**src/rtl/wb_regfile.sv**
```systemverilog
// Writeback stage register file: selects ALU/load writeback data, commits it to a
// 2**ADDR_W x DATA_W array, and serves two bypassed read ports after a clear sweep.
module wb_regfile #(
  parameter int DATA_W = 16,
  parameter int ADDR_W = 4
) (
  input  logic              clk,
  input  logic              rst,
  input  logic              wb_valid,
  input  logic [ADDR_W-1:0] wb_dst,
  input  logic              wb_mem_to_reg,
  input  logic [DATA_W-1:0] alu_res,
  input  logic [DATA_W-1:0] mem_data,
  input  logic [ADDR_W-1:0] rd_addr1,
  input  logic [ADDR_W-1:0] rd_addr2,
  output logic [DATA_W-1:0] rd_data1,
  output logic [DATA_W-1:0] rd_data2,
  output logic              init_busy,
  output logic              dbg_state_o
);

  localparam int DEPTH = 1 << ADDR_W;

  typedef enum logic {
    ST_INIT = 1'b0,
    ST_RUN  = 1'b1
  } state_e;

  state_e              state_q, state_d;
  logic [ADDR_W-1:0]   clr_cnt_q, clr_cnt_d;
  logic [DATA_W-1:0]   regs_q [DEPTH];

  logic [DATA_W-1:0]   wb_wdata;
  logic                we;
  logic [ADDR_W-1:0]   waddr;
  logic [DATA_W-1:0]   wval;
  logic                reads_blocked;

  assign wb_wdata    = wb_mem_to_reg ? mem_data : alu_res;
  assign init_busy   = (state_q == ST_INIT);
  assign dbg_state_o = state_q;

  // Clear sweep: one register per cycle, leave INIT after the last index.
  always_comb begin
    state_d   = state_q;
    clr_cnt_d = clr_cnt_q;
    case (state_q)
      ST_INIT: begin
        clr_cnt_d = clr_cnt_q + ADDR_W'(1);
        if (clr_cnt_q == ADDR_W'(DEPTH - 1)) begin
          state_d = ST_RUN;
        end
      end
      ST_RUN: begin
        state_d = ST_RUN;
      end
      default: begin
        state_d   = ST_INIT;
        clr_cnt_d = '0;
      end
    endcase
  end

  always_ff @(posedge clk) begin
    if (rst) begin
      state_q   <= ST_INIT;
      clr_cnt_q <= '0;
    end else begin
      state_q   <= state_d;
      clr_cnt_q <= clr_cnt_d;
    end
  end

  // Single write port shared by the clear sweep and pipeline writeback.
  always_comb begin
    we    = 1'b0;
    waddr = '0;
    wval  = '0;
    if (!rst) begin
      if (state_q == ST_INIT) begin
        we    = 1'b1;
        waddr = clr_cnt_q;
      end else if (wb_valid && (wb_dst != '0)) begin
        we    = 1'b1;
        waddr = wb_dst;
        wval  = wb_wdata;
      end
    end
  end

  always_ff @(posedge clk) begin
    if (we) begin
      regs_q[waddr] <= wval;
    end
  end

  assign reads_blocked = rst || (state_q == ST_INIT);

  // R0 reads as zero; a same-cycle writeback to the read index is forwarded.
  always_comb begin
    rd_data1 = '0;
    if (!reads_blocked && (rd_addr1 != '0)) begin
      if (wb_valid && (wb_dst == rd_addr1)) begin
        rd_data1 = wb_wdata;
      end else begin
        rd_data1 = regs_q[rd_addr1];
      end
    end
  end

  always_comb begin
    rd_data2 = '0;
    if (!reads_blocked && (rd_addr2 != '0)) begin
      if (wb_valid && (wb_dst == rd_addr2)) begin
        rd_data2 = wb_wdata;
      end else begin
        rd_data2 = regs_q[rd_addr2];
      end
    end
  end

endmodule

```
**config.mk**
```make
export PLATFORM = sky130hd
export DESIGN_NAME = wb_regfile
export DESIGN_NICKNAME = d
export VERILOG_FILES = /design/src/rtl/wb_regfile.sv
export SDC_FILE = /design/constraint.sdc
export NUM_CORES = 1
export LEC_CHECK = 0
export ABC_CLOCK_PERIOD_IN_PS = 3400
export CORE_MARGIN = 2
export CORE_UTILIZATION = 45
export DETAILED_ROUTE_END_ITERATION = 16
export PLACE_DENSITY = 0.66
export SYNTH_ARGS = -nofsm -noshare
export SYNTH_HDL_FRONTEND = slang
export SYNTH_SLANG_ARGS = --single-unit
export TNS_END_PERCENT = 20
```
**constraint.sdc**
```tcl
create_clock -name clk -period 3.4 [get_ports clk]
set_clock_uncertainty 0.2 [all_clocks]
set_input_delay 1.02 -clock clk [delete_from_list [all_inputs] [get_ports clk]]
set_output_delay 1.02 -clock clk [all_outputs]
set_load 0.01 [all_outputs]
```
# After elaboration in Yosys (flattened, before gate mapping)
# Memory sizes are Yosys's and may differ from the RTL's.
# Index checks and enable logic that the tools add are counted.
totals:
  mem_bits_rw: 256
  memories: 1
  reg_bits: 5
  out_inout_bits: 34
  elab_cells: 36
  input_bits: 48
op_classes:
  bitwise: 1
  addsub: 1
  mux: 18
  n_eq_ne: 3
  reduce_logical: 10
memory_table:
  columns: ["memory", "depth", "width", "read_ports", "rd_ports_with_merged_regs", "wr", "line_no", "source"]
  rows:
  - ["regs_q", 16, 16, 2, 0, 1, "31", "logic [DATA_W-1:0] regs_q [DEPTH];"]
op_table:
  columns: ["operator", "count"]
  rows:
  - ["16-bit two-way mux", 8]
  - ["4-bit two-way mux", 3]
  - ["4-bit nonzero test", 3]
  - ["4-bit equality test", 2]
  - ["1-bit two-way mux", 6]
  - ["1-bit logical AND", 5]
  - ["4-bit by 1-bit adder with 4-bit output (second input constant)", 1]
  - ["4-bit equality test (second input constant)", 1]
  - ["1-bit one-hot mux with 2 select lines", 1]
  - ["1-bit zero test", 1]
  - ["1-bit logical OR", 1]
  - ["1-bit inverter", 1]

# Logic depth before layout (Yosys ltp)
# Gate-level depths: netlist of the first run.
depth:
  depth_word: 7
  ltp_mapped: 7
  ltp_nobuf: 4

# Least setup slack after synthesis of the first run
# Ideal clock, no wire load.
synth_path:
  path_kind: "input port to output port"
  start: "input rd_addr2[2]"
  end: "output rd_data2[10]"
  required_ns: 2.180
  stages: 7
  t_arrival_ns: 2.318
  path_slack_ns: -0.138
  n_path_buf: 3
  cell_sequence: "buf_2 > or3b_1 > buf_2 > buf_2 > o22ai_1 > a211oi_1 > a31oi_1"
synth_via:
  elab_chain_cells: 4
  word_cells_on_any_way: 7
  cone_classes: "eq/ne: 1; mux: 2; reduce/logical: 3; memory: 1"
synth_rtl:
  columns: ["item", "line_no", "source"]
  rows:
  - ["start: declaration", "15", "input logic [ADDR_W-1:0] rd_addr2,"]
  - ["branches (longest 3 deep; another with memory read 16 x 16 bit)", null, null]
  - ["16-bit two-way mux (*)", "113", "if (!reads_blocked && (rd_addr2 != '0)) begin"]
  - ["end: declaration", "17", "output logic [DATA_W-1:0] rd_data2,"]
# Mark *: on every way between the ends.

# Worst setup path in the final report of the first run
layout_path:
  start: "input rd_addr1[1]"
  end: "output rd_data1[14]"
layout_via:
  elab_chain_cells: 4
  word_cells_on_any_way: 7
  cone_classes: "eq/ne: 1; mux: 2; reduce/logical: 3; memory: 1"
layout_rtl:
  columns: ["item", "line_no", "source"]
  rows:
  - ["start: declaration", "14", "input logic [ADDR_W-1:0] rd_addr1,"]
  - ["branches (longest 3 deep; another with memory read 16 x 16 bit)", null, null]
  - ["16-bit two-way mux (*)", "102", "if (!reads_blocked && (rd_addr1 != '0)) begin"]
  - ["end: declaration", "16", "output logic [DATA_W-1:0] rd_data1,"]
# Marks and branches as above.

==> run_results.csv, run 1 <==
group,metric,value,unit
drt,drcViolationCount,0,
synth,synth_area_per_cell,15.6,µm²
synth,post-synth-top-count-cell,"sky130_fd_sc_hd__edfxtp_1",
clock_tree,ctsRootBufferMaster,"sky130_fd_sc_hd__clkbuf_16",
finish,layout.cells.non_filler,1423,
floorplanning,io_pins,82,
setup_path,crit_arrival,2.54,ns
setup_path,timing.critical_path.required,2.18,ns
sta,maxClockFrequency,0.266,GHz
worst_hold_path,worstHoldPathCells,2,
power,pwr_density_cell,405,nW/µm²
sta,slew_headroom,0.108,
finish,diodes,0,
setup_path,endpoint_type_of_the_worst_setup_path,"output pin",
synth,synthDistinctLibCells,38,
drt,dr_total_vias,8983,
sta,finalCriticalPeriod,3.76,ns
floorplanning,core,28500,µm²
drt,ant_nets,0,
global_routing,grt_first_pass_wirelength,59800,µm
global_routing,globalRouteOverflowTotal,0,
drt,post_drt_wl_per_cell,27.8,µm
finish,layout-drive-gt1-share,0.497,
clock_tree,tritoncts_num_sinks,261,
synth,synthTopCellsByArea,"sky130_fd_sc_hd__edfxtp_1 (59%), sky130_fd_sc_hd__mux4_2 (11%), sky130_fd_sc_hd__mux2i_1 (10%)",
sta,worst_pin_slew,1.34,ns
setup_path,regToRegStartpoint,"dbg_state_o",
drt,routed_metal_1_wire_length,17000,µm
global_routing,grt_pass1_vias,9202,
place,port_buffers,81,
global_routing,initial_antenna_violation_count,1,
clock_tree,cts_tree,"yes",
drt,route.top_layer_used,"met4",
place,placed_cells_incl_taps,1352,
global_routing,grt_max_degree,18,
setup_path,worstSetupPathType,"input port to output pin",
sta,postLayoutSetupSlackWorst,-0.357,ns
power,worst_ir_drop_vdd,0.450,mV
clock_tree,postCtsHoldBufs,0,
synth,number_of_enable_type_register_cells_in_the_synthesized_netlist,256,
global_routing,global_route.usage.total,0.265,
floorplanning,rows,62,
clock_tree,cts-htree-levels,1,
synth,yosysTopAreaCellShare,0.592,
synth,yosys_warnings,0,
sta,finalHoldViolations,0,
floorplanning,fp.dieH,174,µm
place,place_worst_setup_slack,-1.35,ns
setup_path,startpoint_type,"input port",
drt,drt_iter0_markers,777,
worst_hold_path,whs_endpoint,"dbg_state_o",
floorplanning,fp.dieW,174,µm
synth,ys.flop_type,"sky130_fd_sc_hd__edfxtp_1",
synth,synthCells,831,
clock_tree,clk_latency,0.54,ns
setup_path,worst-r2r-cell-count,5,
drt,met2RoutedLength,18300,µm
place,place_congestion,0.892,
drt,route.detailed.vias_per_inst,6.31,
finish,layout.nets,1068,
synth,synth_fp_nets,880,
synth,synth_area,13000,µm²
sta,final.setup.tns,-9.79,ns
drt,routed_wirelength,39600,µm
finish,layout-area-overhead-vs-synth,38.7,%
power,leak,6.30,nW
worst_hold_path,hold_class,"register to register",
clock_tree,clkTransAtPathRegs,0.07,ns
outcome,outcome,"complete, but fails checks",
setup_path,worstPathMaxFanout,8,
job,max-cap-violations,0,
clock_tree,number_of_buffers_inserted_during_clock_tree_synthesis,27,
power,post-layout-total-power,7.29,mW
synth,synth_common_cells,"sky130_fd_sc_hd__edfxtp_1 (256), sky130_fd_sc_hd__mux2i_1 (130), sky130_fd_sc_hd__mux4_2 (64), sky130_fd_sc_hd__o22ai_1 (64), sky130_fd_sc_hd__nand3_1 (34)",
sta,rsz0062_at_grt,"yes",
setup_path,ff2ff_setup_slack,0.80,ns
clock_tree,cts_buffer_depth,3,
outcome,violations,"setup timing",
finish,finish.instance_area,18000,µm²
setup_path,r2r-end,"regs_q[1][8]",
sta,fin_crit_sh,1.10,
floorplanning,initial_utilization,0.455,
floorplanning,fp.dieArea,30200,µm²
synth,async_flop_share,0,
sta,timing.final.max_slew_violations,0,
synth,synth.yosys.seq_area_share,0.600,
worst_hold_path,timing.hold.worst.start,"clr_cnt_q[3]",
drt,detailedRoute.firstPassIterationCount,5,
place,placedInstanceArea,15800,µm²
synth,synthDominantAreaCellType,"sky130_fd_sc_hd__edfxtp_1",
sta,final-setup-viol-count,32,
synth,synth-seq-cells,261,
place,place.detailed.hpwl,27000,µm
drt,wl_met3,3390,µm
==> worst max-delay path by stage <==
stage	from	endpoint	slack, ns	depth (start not counted)
2_1_floorplan	rd_addr1[2]	rd_data1[9]	-0.02	7
3_3_place_gp	rd_addr2[3]	rd_data2[9]	-1.35	8
3_5_place_dp	rd_addr2[3]	rd_data2[9]	-1.35	8
4_1_cts	rd_addr2[1]	rd_data2[14]	-0.37	6
5_1_grt	rd_addr1[3]	rd_data1[5]	-0.37	10
6_report	rd_addr1[1]	rd_data1[14]	-0.36	6
==> critical path: stages <==
cell and delay [ns]:
sky130_fd_sc_hd__buf_12 0.12, sky130_fd_sc_hd__mux4_2 0.50, sky130_fd_sc_hd__mux2_4 0.33, sky130_fd_sc_hd__a211oi_4 0.30, sky130_fd_sc_hd__a21oi_2 0.11, sky130_fd_sc_hd__buf_2 0.15
==> where the power goes <==
part	total, mW	internal, mW	switching [mW]
logic	0.840	0.409	0.431
registers	3.54	3.52	0.0198
clock network	2.91	1.65	1.26
total	7.29	5.58	1.71
==> stage by stage <==
stage               utilization  hold slack [ns]
finish                    0.631            0.330
global route              0.631            0.376
CTS                       0.626            0.327
detailed placement        0.553            0.319
global placement          0.553            0.320
floorplan                     -            0.273
==> cell families (layout without fill, tap and decap cells) <==
family                     count (synthesis)  after routing  synth area share
AOI/OAI and AO/OA                        172            173            0.0886
xor gates and xnor gates                  11             11           0.00742
adders and majority gates                  1              1          0.000964
buffers and inverters                     70            277            0.0330
DFF                                      261            261             0.600
muxes                                    212            212             0.227
and+or+nand+nor                          104            104            0.0433
==> cell usage in the layout, fill, tap and decap left out, types with 8 or more instances in the layout <==
cell / count
sky130_fd_sc_hd__o31ai_1: 12
sky130_fd_sc_hd__buf_6: 31
sky130_fd_sc_hd__buf_12: 44
sky130_fd_sc_hd__nor2b_1: 18
sky130_fd_sc_hd__mux2i_4: 19
sky130_fd_sc_hd__buf_2: 27
sky130_fd_sc_hd__o22ai_1: 8
sky130_fd_sc_hd__mux4_2: 64
sky130_fd_sc_hd__buf_4: 75
sky130_fd_sc_hd__o31ai_2: 13
sky130_fd_sc_hd__edfxtp_1: 256
sky130_fd_sc_hd__clkbuf_16: 27
sky130_fd_sc_hd__nand3_1: 33
sky130_fd_sc_hd__a211oi_4: 15
sky130_fd_sc_hd__mux2i_2: 17
sky130_fd_sc_hd__mux2i_1: 94
sky130_fd_sc_hd__clkinv_2: 8
sky130_fd_sc_hd__o22ai_2: 43
sky130_fd_sc_hd__clkdlybuf4s50_1: 34
sky130_fd_sc_hd__a211oi_2: 17
sky130_fd_sc_hd__a31oi_2: 16
sky130_fd_sc_hd__nor2_2: 15
sky130_fd_sc_hd__o22ai_4: 13
sky130_fd_sc_hd__mux2_4: 12
==> cell type report <==
type                            instances  area, µm²
Inverter                                1       3.75
Timing Repair Buffer                  227       2550
Clock inverter                         18        155
Tap cell                              384        480
Sequential cell                       261       7790
Fill cell                            2086      10500
Multi-Input combinational cell        501       6320
Clock buffer                           31        711
==> metal layers <==
layer	vias to the layer above	global-route usage
met2	437	0.410
met1	4655	0.386
li1	3825	-
met4	0	0.0693
met3	66	0.0507
met5	-	0
==> registers in the layout, summed over array words and instances, names as in the netlist <==
signal and count:
regs_q 256, clr_cnt_q 4, dbg_state_o 1
==> timing repair <==
action,4_1_cts,5_1_grt
resized for setup,365,17
setup buffers,13,6
gates cloned,5,0
pin swaps,52,13
endpoints found under the setup margin,32,32
(Power assumes the default switching activity.)
==> inputs of run 2 (changes only) <==
- CTS_BUF_LIST: default -> sky130_fd_sc_hd__clkbuf_2
==> run 2 against run 1 <==
  * The run still ends with setup timing left
  * Combinational power is essentially flat
  * Hold slack got worse by 0.021 ns
  * Fmax decreased by 3.3%
  * Total power shrank 8.1%
  * Core utilization decreased by 0.74 points
  * Via count increased by 2.4%
  * First-iteration DRC count increased by 19%
  * Critical path type unchanged
  * Largest power group unchanged
==> run_results.csv, run 2 (synthesis gave the netlist of run 1 again) <==
group,metric,value,unit
outcome,outcome,"complete, but fails checks",
outcome,violations,"setup timing",
drt,routed_wirelength,39900,µm
finish,finish.instance_area,17800,µm²
sta,slew_headroom,0.127,
global_routing,grt_max_degree,18,
floorplanning,core,28500,µm²
place,placed_cells_incl_taps,1352,
finish,layout-drive-gt1-share,0.515,
finish,layout.nets,1114,
clock_tree,cts-htree-levels,3,
drt,wl_met3,3730,µm
clock_tree,postCtsHoldBufs,0,
setup_path,startpoint_type,"input port",
drt,ant_nets,0,
drt,routed_metal_1_wire_length,16800,µm
sta,postLayoutSetupSlackWorst,-0.484,ns
drt,drcViolationCount,0,
finish,fin_util,0.624,
power,pwr_density_cell,377,nW/µm²
setup_path,endpoint_type_of_the_worst_setup_path,"output pin",
global_routing,global_route.usage.total,0.268,
finish,largest_reg_flops,256,
setup_path,critical_path.most_common_cell,"sky130_fd_sc_hd__buf_12",
sta,timing.final.max_slew_violations,0,
floorplanning,rows,62,
sta,final.setup.tns,-11.45,ns
finish,seqCellArea,7790,µm²
finish,layout.cells.non_filler,1498,
floorplanning,fp.dieW,174,µm
global_routing,grt_pass1_vias,9587,
global_routing,grt_first_pass_wirelength,59800,µm
sta,final-setup-viol-count,32,
clock_tree,cts_tree,"yes",
drt,route.detailed.vias_per_inst,6.14,
setup_path,critical-path-top-delay-family,"buffers and inverters",
setup_path,worstPathMaxFanout,6,
clock_tree,cts_buffer_depth,3,
clock_tree,ctsRootBufferMaster,"sky130_fd_sc_hd__clkbuf_2",
drt,detailedRoute.firstPassIterationCount,5,
setup_path,worst_path_max_delay_cell,"sky130_fd_sc_hd__mux4_2",
job,max-cap-violations,0,
floorplanning,fp.dieH,174,µm
setup_path,worstSetupPathType,"input port to output pin",
place,place_congestion,0.892,
worst_hold_path,hold_class,"register to register",
sta,fin_crit_sh,1.14,
finish,max_flop_register,"regs_q",
sta,finalHoldViolations,0,
global_routing,globalRouteOverflowTotal,0,
clock_tree,clk_latency,0.84,ns
sta,finalCriticalPeriod,3.88,ns
finish,layout_common_cells,"sky130_fd_sc_hd__edfxtp_1 (256), sky130_fd_sc_hd__mux2i_1 (94), sky130_fd_sc_hd__clkbuf_2 (90)",
power,leak,6.35,nW
drt,route.top_layer_used,"met4",
clock_tree,clkTransAtPathRegs,0.14,ns
floorplanning,fp.dieArea,30200,µm²
sta,rsz0062_at_grt,"yes",
finish,filler_cell_count,2158,
setup_path,critical_path.n_buffers_inverters,4,
drt,drt_iter0_markers,922,
clock_tree,tritoncts_num_sinks,261,
finish,layout.cells.most_common,"sky130_fd_sc_hd__edfxtp_1",
clock_tree,number_of_buffers_inserted_during_clock_tree_synthesis,66,
power,worst_ir_drop_vdd,0.279,mV
setup_path,crit_arrival,2.66,ns
sta,maxClockFrequency,0.257,GHz
place,port_buffers,81,
sta,worst_pin_slew,1.31,ns
floorplanning,initial_utilization,0.455,
place,placedInstanceArea,15800,µm²
setup_path,worst_path_largest_cell_delay,0.57,ns
drt,post_drt_wl_per_cell,26.6,µm
drt,met2RoutedLength,18700,µm
setup_path,timing.critical_path.required,2.18,ns
place,place.detailed.hpwl,27000,µm
global_routing,initial_antenna_violation_count,1,
floorplanning,io_pins,82,
finish,multi_input_combinational_cell_area,6200,µm²
drt,dr_total_vias,9203,
setup_path,path_cells,"buf_12 -> buf_12 -> buf_2 -> mux4_2 -> a211oi_4 -> a31oi_4 -> clkdlybuf4s15_2",
finish,layout-area-overhead-vs-synth,37.1,%
[run 2: per-stage QoR]
| stage | worst slack, ns | hold slack [ns] | power (mW) |
|---|---|---|---|
| floorplan | -0.0192 | 0.273 | 4.00 |
| CTS | -0.515 | 0.317 | 6.69 |
| global route | -0.532 | 0.363 | 6.95 |
| detailed placement | -1.35 | 0.319 | 4.28 |
| finish | -0.484 | 0.309 | 6.70 |
| global placement | -1.35 | 0.320 | 4.27 |
[run 2: metal layers]
layer,vias up,track usage
met1,4706,0.372
met2,481,0.413
met4,0,0.0837
li1,3965,-
met3,51,0.0737
met5,-,0
[run 2: worst reg2reg max path, cell delays in order (launching register included)]
cell and delay [ns]:
sky130_fd_sc_hd__dfxtp_1 0.36, sky130_fd_sc_hd__buf_4 0.21, sky130_fd_sc_hd__nand2b_1 0.17, sky130_fd_sc_hd__a21oi_1 0.08, sky130_fd_sc_hd__or2_2 0.30, sky130_fd_sc_hd__nor2_2 0.87
[run 2: cell type report]
cell class	count	share of cell area
antenna	1	0.000141
clock buffer	90	0.0253
clock inverter	26	0.0121
inverter	1	0.000211
multi-input combinational	501	0.348
sequential	261	0.437
tap	384	0.0270
timing repair buffer	234	0.149
[run 2: power by group]
part           internal, mW  total, mW  switching (mW)
clock network          1.03       2.33            1.30
registers              3.52       3.54          0.0206
logic                 0.410      0.838           0.428
total                  4.95       6.70            1.75
[run 2: path summary, 6_finish.rpt]
path,from,cells after the start,end,slack [ns]
worst max-delay path,rd_addr1[0],7,rd_data1[6],-0.48
worst min-delay path,clr_cnt_q[3],2,dbg_state_o,0.31
worst max register to register,dbg_state_o,5,regs_q[1][8],0.74
worst min register to register,clr_cnt_q[3],2,dbg_state_o,0.31
[run 2: timing repair]
action | CTS | global route
cloned | 4 | 2
setup buffers | 10 | 15
pin swaps | 42 | 23
resized for setup | 293 | 62
endpoints found under the setup margin | 32 | 33
==> inputs of run 3 (changes only) <==
- ABC_CLOCK_PERIOD_IN_PS: 3400 -> 3500
- CORE_UTILIZATION: 45 -> 35
- PLACE_DENSITY: 0.66 -> default
- clock period: 3.4 -> 3.5 ns (I/O delays scaled with it)
==> run 3 against run 2 <==
  * The run still ends with setup timing left
  * Hold slack better by 0.0013 ns
  * Via count up 1.9%
  * Count of clock-buffer cells in the layout up 1
  * Die area up 28%
  * Global-route usage down 4.0 points
  * Critical endpoint is now rd_data1[14]
==> run_results.csv, run 3 (synthesis gave the netlist of run 1 again) <==
group,metric,value,unit
setup_path,worst_path_largest_cell_delay,0.48,ns
global_routing,grt_first_pass_wirelength,63300,µm
setup_path,ff2ff_setup_slack,0.86,ns
sta,rsz0062_at_grt,"yes",
finish,layout.nets,1131,
global_routing,initial_antenna_violation_count,1,
worst_hold_path,hold_class,"register to register",
job,max-cap-violations,0,
drt,drcViolationCount,0,
floorplanning,fp.dieArea,38600,µm²
place,place_worst_setup_slack,-1.21,ns
power,leak,6.40,nW
drt,drt_iter0_markers,873,
clock_tree,clk_latency,0.86,ns
sta,final-setup-viol-count,32,
clock_tree,cts-htree-levels,3,
setup_path,regToRegStartpoint,"dbg_state_o",
clock_tree,tritoncts_num_sinks,261,
power,worst_ir_drop_vdd,0.349,mV
drt,routed_wirelength,44300,µm
finish,max_flop_register,"regs_q",
floorplanning,initial_utilization,0.355,
global_routing,globalRouteOverflowTotal,0,
setup_path,worst_path_max_delay_cell,"sky130_fd_sc_hd__mux4_2",
sta,postLayoutSetupSlackWorst,-0.422,ns
floorplanning,io_pins,82,
setup_path,crit_arrival,2.67,ns
worst_hold_path,worstHoldPathCells,2,
clock_tree,cts_buffer_depth,3,
finish,layout.cells.most_common,"sky130_fd_sc_hd__edfxtp_1",
drt,ant_nets,0,
power,pwr_density_cell,360,nW/µm²
drt,dr_total_vias,9378,
place,place.detailed.hpwl,28400,µm
sta,maxClockFrequency,0.255,GHz
sta,finalHoldViolations,0,
clock_tree,cts_tree,"yes",
drt,post_drt_wl_per_cell,27.9,µm
global_routing,grt_max_degree,20,
setup_path,endpoint_type_of_the_worst_setup_path,"output pin",
place,place_congestion,0.895,
clock_tree,number_of_buffers_inserted_during_clock_tree_synthesis,68,
finish,layout-drive-gt1-share,0.506,
outcome,outcome,"complete, but fails checks",
outcome,violations,"setup timing",
worst_hold_path,whs_endpoint,"dbg_state_o",
place,port_buffers,81,
floorplanning,rows,70,
finish,finish.instance_area,17800,µm²
setup_path,path_cells,"mux4_2 -> mux2_4 -> a211oi_4 -> a21oi_2 -> buf_2",
sta,finalCriticalPeriod,3.92,ns
drt,detailedRoute.firstPassIterationCount,5,
global_routing,global_route.usage.total,0.227,
clock_tree,ctsRootBufferMaster,"sky130_fd_sc_hd__clkbuf_2",
sta,slew_headroom,0.138,
floorplanning,fp.dieH,197,µm
clock_tree,clkTransAtPathRegs,0.10,ns
sta,timing.final.max_slew_violations,0,
setup_path,worstPathMaxFanout,2,
place,placedInstanceArea,15700,µm²
worst_hold_path,timing.hold.worst.start,"clr_cnt_q[3]",
floorplanning,fp.dieW,197,µm
sta,final.setup.tns,-9.84,ns
finish,layout-area-overhead-vs-synth,36.8,%
global_routing,grt_pass1_vias,9587,
setup_path,worstSetupPathType,"register to output pin",
drt,route.detailed.vias_per_inst,5.90,
setup_path,r2r-end,"regs_q[5][2]",
setup_path,startpoint_type,"register",
floorplanning,core,36600,µm²
sta,fin_crit_sh,1.12,
finish,layout_common_cells,"sky130_fd_sc_hd__edfxtp_1 (256), sky130_fd_sc_hd__mux2i_1 (105), sky130_fd_sc_hd__buf_4 (94)",
finish,filler_cell_count,3135,
sta,worst_pin_slew,1.29,ns
finish,largest_reg_flops,256,
setup_path,worst-r2r-cell-count,6,
setup_path,timing.critical_path.required,2.25,ns
run 3: worst max-delay path, delay by kind of cell (launching register included):
family | cells | cell delay, ns
multiplexers | 2 | 0.79
buffers and inverters | 1 | 0.16
AO/OA/AOI/OAI | 2 | 0.45
flip-flops | 1 | 0.40
run 3: cell type report:
type / instances / area (µm²) / share of cell area
Multi-Input combinational cell: 500 / 5990 / 0.338
Clock buffer: 91 / 455 / 0.0257
Timing Repair Buffer: 250 / 2800 / 0.158
Inverter: 1 / 3.75 / 0.000211
Tap cell: 468 / 586 / 0.0330
Sequential cell: 261 / 7790 / 0.439
Clock inverter: 18 / 121 / 0.00684
Antenna cell: 1 / 2.50 / 0.000141
run 3: layer usage:
metal / vias up / global-route usage / wire (µm)
met5: - / 0 / 0
met4: 0 / 0.0941 / 1500
met2: 483 / 0.389 / 22200
li1: 3971 / - / -
met3: 97 / 0.0400 / 2990
met1: 4827 / 0.286 / 17600
run 3: what timing repair did:
| action | 4_1_cts | 5_1_grt |
|---|---|---|
| hold buffers | 0 | 0 |
| cloned | 9 | 2 |
| setup endpoints to repair | 32 | 32 |
| buffers inserted | 12 | 14 |
| pin swaps | 49 | 28 |
| gates resized for setup | 290 | 71 |
run 3: where the power goes:
part | total (mW) | leakage [nW] | switching, mW | internal (mW)
Sequential | 3.44 | 2.78 | 0.0210 | 3.41
Clock | 2.09 | 0.444 | 1.25 | 0.843
Combinational | 0.861 | 3.18 | 0.441 | 0.420
Total | 6.39 | 6.40 | 1.71 | 4.68
run 3: how the worst max path moves through the flow:
stage,from,end,cells past startpoint,slack [ns]
after floorplan,rd_addr1[2],rd_data1[10],7,-0.01
after global placement,rd_addr2[3],rd_data2[15],7,-1.19
after detailed placement,rd_addr2[3],rd_data2[0],7,-1.21
after CTS,regs_q[14][14],rd_data1[14],5,-0.45
after global routing,regs_q[14][14],rd_data2[14],6,-0.49
final,regs_q[14][14],rd_data1[14],5,-0.42
run 3: metrics by stage:
step	power (mW)	std cells	hold slack (ns)	util
6_report	6.39	1590	0.311	0.485
3_3_place_gp	4.16	1443	0.299	0.428
4_1_cts	6.36	1573	0.314	0.470
3_5_place_dp	4.17	1443	0.298	0.428
2_1_floorplan	3.87	831	0.273	-
5_1_grt	6.64	1590	0.337	0.485
